$ cat config.mk
export PLATFORM = sky130hd
export DESIGN_NAME = vending_machine_param
export DESIGN_NICKNAME = d
export VERILOG_FILES = /design/src/rtl/vend_pkg.sv /design/src/rtl/vend_credit_reg.sv /design/src/rtl/vending_machine_param.sv
export SDC_FILE = /design/constraint.sdc
export NUM_CORES = 1
export LEC_CHECK = 0
export CAP_MARGIN = 10
export CORE_UTILIZATION = 25
export CTS_CLUSTER_DIAMETER = 120
export DETAILED_ROUTE_END_ITERATION = 6
export SYNTH_ARGS = -nofsm -noshare
export SYNTH_HDL_FRONTEND = slang
export SYNTH_SLANG_ARGS = --single-unit
$ cat constraint.sdc
create_clock -name clk -period 11.62 [get_ports clk]
set_input_delay 2.324 -clock clk [delete_from_list [all_inputs] [get_ports clk]]
set_output_delay 2.324 -clock clk [all_outputs]
set_load 0.01 [all_outputs]
$ cat src/rtl/vend_pkg.sv
// Shared types, default coin values and the credit-limit helper for the vending controller.
package vend_pkg;

    typedef enum logic [1:0] {
        IDLE    = 2'd0,
        COLLECT = 2'd1,
        VEND    = 2'd2,
        CHANGE  = 2'd3
    } vend_state_e;

    typedef enum logic [1:0] {
        CR_HOLD = 2'd0,
        CR_ADD  = 2'd1,
        CR_SUB  = 2'd2,
        CR_CLR  = 2'd3
    } credit_op_e;

    localparam int DEF_PRICE      = 100;
    localparam int DEF_QUARTER    = 25;
    localparam int DEF_DOLLAR     = 100;
    localparam int DEF_MAX_CREDIT = 175;
    localparam int DEF_CREDIT_W   = 8;

    function automatic logic credit_ok(input int unsigned credit,
                                       input int unsigned value,
                                       input int unsigned max_credit);
        return (credit + value) <= max_credit;
    endfunction

endpackage

$ cat src/rtl/vend_credit_reg.sv
// Credit register with add/subtract/clear; one-cycle update, no backpressure.
module vend_credit_reg
    import vend_pkg::*;
#(
    parameter int W = DEF_CREDIT_W
) (
    input  logic         clk,
    input  logic         reset_n,
    input  credit_op_e   op_i,
    input  logic [W-1:0] amount_i,
    output logic [W-1:0] credit_o
);

    logic [W-1:0] credit_q;
    logic [W-1:0] credit_d;

    always_comb begin
        credit_d = credit_q;
        case (op_i)
            CR_ADD:  credit_d = credit_q + amount_i;
            CR_SUB:  credit_d = credit_q - amount_i;
            CR_CLR:  credit_d = '0;
            default: credit_d = credit_q;
        endcase
    end

    always_ff @(posedge clk or negedge reset_n) begin
        if (!reset_n) begin
            credit_q <= '0;
        end else begin
            credit_q <= credit_d;
        end
    end

    assign credit_o = credit_q;

endmodule

$ cat src/rtl/vending_machine_param.sv
// Vending controller: accepts quarter/dollar credit, vends at PRICE, returns change one quarter per cycle.
// All outputs registered one cycle after the sampling edge; coins arriving while busy are bounced.
module vending_machine_param
    import vend_pkg::*;
#(
    parameter int PRICE      = DEF_PRICE,
    parameter int QUARTER    = DEF_QUARTER,
    parameter int DOLLAR     = DEF_DOLLAR,
    parameter int MAX_CREDIT = DEF_MAX_CREDIT,
    parameter int CREDIT_W   = DEF_CREDIT_W
) (
    input  logic                clk,
    input  logic                reset_n,
    input  logic                quarter,
    input  logic                dollar,
    input  logic                cancel,
    output logic                dispense,
    output logic                change,
    output logic                coin_reject,
    output logic                busy,
    output logic [CREDIT_W-1:0] credit
);

    if (PRICE % QUARTER != 0) begin : g_chk_price
        $error("PRICE must be a multiple of QUARTER");
    end
    if (DOLLAR % QUARTER != 0) begin : g_chk_dollar
        $error("DOLLAR must be a multiple of QUARTER");
    end
    if (CREDIT_W < $clog2(MAX_CREDIT + 1)) begin : g_chk_width
        $error("CREDIT_W too narrow for MAX_CREDIT");
    end

    localparam logic [CREDIT_W-1:0] PRICE_C   = CREDIT_W'(PRICE);
    localparam logic [CREDIT_W-1:0] QUARTER_C = CREDIT_W'(QUARTER);
    localparam logic [CREDIT_W-1:0] DOLLAR_C  = CREDIT_W'(DOLLAR);

    vend_state_e         state_q;
    vend_state_e         state_d;
    logic                dispense_q;
    logic                change_q;
    logic                coin_reject_q;
    logic                busy_q;
    logic                reject_d;
    logic                coin_vld;
    logic [CREDIT_W-1:0] coin_amt;
    logic [CREDIT_W-1:0] new_credit;
    logic [CREDIT_W-1:0] credit_q;
    credit_op_e          cr_op;
    logic [CREDIT_W-1:0] cr_amt;

    vend_credit_reg #(
        .W(CREDIT_W)
    ) u_credit (
        .clk      (clk),
        .reset_n  (reset_n),
        .op_i     (cr_op),
        .amount_i (cr_amt),
        .credit_o (credit_q)
    );

    // Dollar has priority when both coins arrive together; the quarter is bounced.
    assign coin_vld   = quarter | dollar;
    assign coin_amt   = dollar ? DOLLAR_C : (quarter ? QUARTER_C : '0);
    assign new_credit = credit_q + coin_amt;

    always_comb begin
        state_d  = state_q;
        reject_d = 1'b0;
        cr_op    = CR_HOLD;
        cr_amt   = '0;
        case (state_q)
            IDLE, COLLECT: begin
                if (coin_vld) begin
                    if (credit_ok(32'(credit_q), 32'(coin_amt), 32'(MAX_CREDIT))) begin
                        cr_op    = CR_ADD;
                        cr_amt   = coin_amt;
                        reject_d = dollar & quarter;
                        state_d  = (new_credit >= PRICE_C) ? VEND : COLLECT;
                    end else begin
                        reject_d = 1'b1;
                    end
                end else if (cancel && credit_q != '0) begin
                    state_d = CHANGE;
                end
            end
            VEND: begin
                reject_d = coin_vld;
                cr_op    = CR_SUB;
                cr_amt   = PRICE_C;
                state_d  = (credit_q != PRICE_C) ? CHANGE : IDLE;
            end
            CHANGE: begin
                reject_d = coin_vld;
                // Clearing on the last quarter keeps a corrupted credit from wrapping.
                if (credit_q <= QUARTER_C) begin
                    cr_op   = CR_CLR;
                    state_d = IDLE;
                end else begin
                    cr_op  = CR_SUB;
                    cr_amt = QUARTER_C;
                end
            end
            default: begin
                cr_op   = CR_CLR;
                state_d = IDLE;
            end
        endcase
    end

    always_ff @(posedge clk or negedge reset_n) begin
        if (!reset_n) begin
            state_q       <= IDLE;
            dispense_q    <= 1'b0;
            change_q      <= 1'b0;
            coin_reject_q <= 1'b0;
            busy_q        <= 1'b0;
        end else begin
            state_q       <= state_d;
            dispense_q    <= (state_d == VEND);
            change_q      <= (state_d == CHANGE);
            coin_reject_q <= reject_d;
            busy_q        <= (state_d == VEND) || (state_d == CHANGE);
        end
    end

    assign dispense    = dispense_q;
    assign change      = change_q;
    assign coin_reject = coin_reject_q;
    assign busy        = busy_q;
    assign credit      = credit_q;

endmodule
==> summary.md <==
| Metric | Value |
|---|---|
| Critical path startpoint | `dollar` |
| Synth cell types | `59` |
| Initial Utilization | `a little over a quarter` |
| Share of cells above drive strength 1 | `10.9%` |
| Die area | `about 0.0068 mm2` |
| Post-synthesis sequential area ratio | `a little over a fifth` |
| WHS | `around 0.62 ns` |
| Syn_area_per_cell | `~8.1 um2` |
| Max Cap Violations | `0` |
| Post-Syn Instances | `between 150 and 200` |
| RSZ-0062 raised after global routing | `false` |
| Worst clock skew | `0.00321 ns` |
| Final worst-path cycle share | `roughly 60%` |
| Startpoint Class | `primary input` |
| CTS root buf | `clkbuf_8` |
| Row count | `28` |
| Port Buffers | `16` |
| Max-slew violation count | `0` |
| Post-cts resize count | `0` |
| Longest Clk Path Bufs | `2` |
| CTS buffer count | `3` |
| Via Count | `about 1.6k` |
| Slew headroom | `34.6%` |
| ANT cells | `0` |
| Fillers | `~650` |
| Layout area overhead | `16.8%` |
| Syn nets | `220` |
| Die X | `82.4 um` |
| Clock Latency Late Sink | `between 0.2 and 0.3 ns` |
| Global route total overflow | `0` |
| Finished Core Util | `31.1%` |
| Period minus WS final | `7.13 ns` |
| DRT Wirelength | `around 4300 um` |
| Critical Path AT | `~7.3 ns` |
| Status | `finished clean` |
| Nets | `around 230` |
| Antenna violations before repair | `0` |
| DRT iter0 DRCs | `roughly 140` |
| # hold bufs at CTS | `0` |
| DRC Markers | `0` |
| Post-DP HPWL | `between 3000 and 4000 um` |
| Drt pass-1 iters | `4` |
| Worst-Margin Slew | `about 0.97 ns` |
| CTS tree | `built` |
| Chip height | `around 82 um` |
| Crit end category | `flip-flop` |
| GP Congestion | `around 0.84` |
| Routed Antenna Nets | `0` |
| Worst min path class | `flip-flop to flip-flop` |
| Final Setup Violations | `0` |
| Ports | `17` |
| Flops & latches, synth | `14` |
| Vias per cell | `approximately 5.4` |
| Dpl cells | `282` |
| Vias in the first global route | `approximately 1.5k` |
| Max Clk Rate | `140 MHz` |
| Critical path class | `primary input to flip-flop` |
| Crit path max fanout | `10` |
| Per-cell routed wire length | `approximately 15 um` |
| H-tree Lvls | `1` |
| Netlist area before placement | `around 0.0016 mm2` |
| Largest net degree at the start of global routing | `19` |
| First-pass GRT wire length | `around 7000 um` |
| Core region area | `slightly above 0.006 mm2` |
| Post-CTS setup buffers | `0` |
| Commonest non-fill, non-tap cell in the layout | `nor2_1` |
| Final hold vios | `0` |
| CTS sink count | `14` |
| CP required | `11.75 ns` |
| Final TNS setup | `0 ns` |
| Hold wc startpoint | `state_q[0]$_DFF_PN0_` |
| Yosys warns | `0` |
| Most frequent cells in the layout | `nor2_1 (23), clkdlybuf4s50_1 (16), ha_1 (15)` |
| Post-route insts no fill | `286` |
| Number of synthesized flops with an enable pin | `0` |
| Reg2reg start | `u_credit.credit_o[2]$_DFFE_PN0P_` |
| Post-synth top flop | `dfrtp_1` |
| Global Route Usage Sum | `between 10% and 20%` |
| Worst R2R Setup Slack | `a little under 7 ns` |
| Clock slew at reported path FFs | `0.06 ns` |
| Async S/R FF share, synth | `between 90% and 100%` |
-- cell usage after synthesis (all sizes together), types with 3 or more instances --
| library cell | instances | area [um2] |
|---|---|---|
| nor2 | 23 | 86.3 |
| ha | 15 | 188 |
| nand2 | 15 | 58.8 |
| dfrtp | 14 | 350 |
| o21ai | 14 | 70.1 |
| inv | 13 | 48.8 |
| a21oi | 11 | 58.8 |
| a21o | 6 | 46.3 |
| buf | 5 | 30.0 |
| nand3 | 5 | 25.0 |
| a31oi | 4 | 25.0 |
| clkbuf | 4 | 15.0 |
| mux2 | 4 | 45.0 |
| nor2b | 4 | 25.0 |
| nor3 | 4 | 20.0 |
| nor4 | 4 | 25.0 |
| xnor2 | 4 | 35.0 |
| a211o | 3 | 26.3 |
| a31o | 3 | 26.3 |
| o211ai | 3 | 22.5 |
| xor2 | 3 | 26.3 |
-- cells by family (layout without fill, tap and decap cells) --
| family | after synthesis | count (layout) | synth area share [%] |
|---|---|---|---|
| compound gates | 67 | 67 | 30.8 |
| xor+xnor | 7 | 7 | 3.80 |
| fa+ha+maj | 17 | 17 | 13.6 |
| buf+inv | 22 | 34 | 5.81 |
| flops | 14 | 14 | 21.7 |
| mux | 5 | 5 | 3.41 |
| simple gates | 67 | 67 | 20.9 |
-- through the flow --
| step | setup slack [ns] | area [um2] |
|---|---|---|
| after detailed placement | 4.26 | 1830 |
| after global placement | 4.44 | 1830 |
| after CTS | 4.52 | 1890 |
| after global routing | 4.17 | 1890 |
| after floorplan | 5.35 | 1610 |
| final | 4.49 | 1890 |
-- registers in the layout, indices dropped and copies added (netlist names) --
name,cells
busy,1
u_credit.credit_o,8
dispense,1
state_q,2
change,1
coin_reject,1
-- worst paths after layout --
check | cells after the start | to
worst min-delay path | 2 | state_q[0]$_DFF_PN0_
worst max-delay path | 20 | u_credit.credit_o[7]$_DFFE_PN0P_
max in group asynchronous | 1 | state_q[0]$_DFF_PN0_
worst min register to register | 2 | state_q[0]$_DFF_PN0_
min in group asynchronous | 1 | u_credit.credit_o[7]$_DFFE_PN0P_
worst max register to register | 17 | u_credit.credit_o[7]$_DFFE_PN0P_
-- critical path: stages --
cell and delay (ns):
clkdlybuf4s50_1 0.67, nand2b_1 0.20, nor2_1 0.06, ha_1 0.25, a211o_1 0.35, a311o_1 0.40
or4_4 0.43, and3_4 0.17, o2bb2ai_4 0.21, a22oi_1 0.19, ha_1 0.33, nor2_1 0.10
nor2_1 0.05, ha_1 0.31, o21ai_0 0.12, a21oi_1 0.13, o211a_1 0.29, o221a_2 0.26
a311oi_1 0.28, nand3_1 0.11
-- cell type report --
class	instances	area, um2	area share (%)
inverter	13	48.8	2.59
sequential	14	350	18.6
tap	75	93.8	4.98
clock buffer	4	55.1	2.92
timing repair buffer	17	168	8.89
multi-input combinational	163	1170	62.0
-- metal layers --
layer | vias up | track usage [%] | wire length, um
li1 | 767 | - | -
met2 | 33 | 24.6 | 2160
met1 | 747 | 17.4 | 1970
met5 | - | 0 | 0
met4 | 0 | 4.56 | 63
met3 | 6 | 1.76 | 137
Power is left out: the tool's default activity adds up to more than one toggle a clock period on the data nets, which glitch-free logic cannot reach.
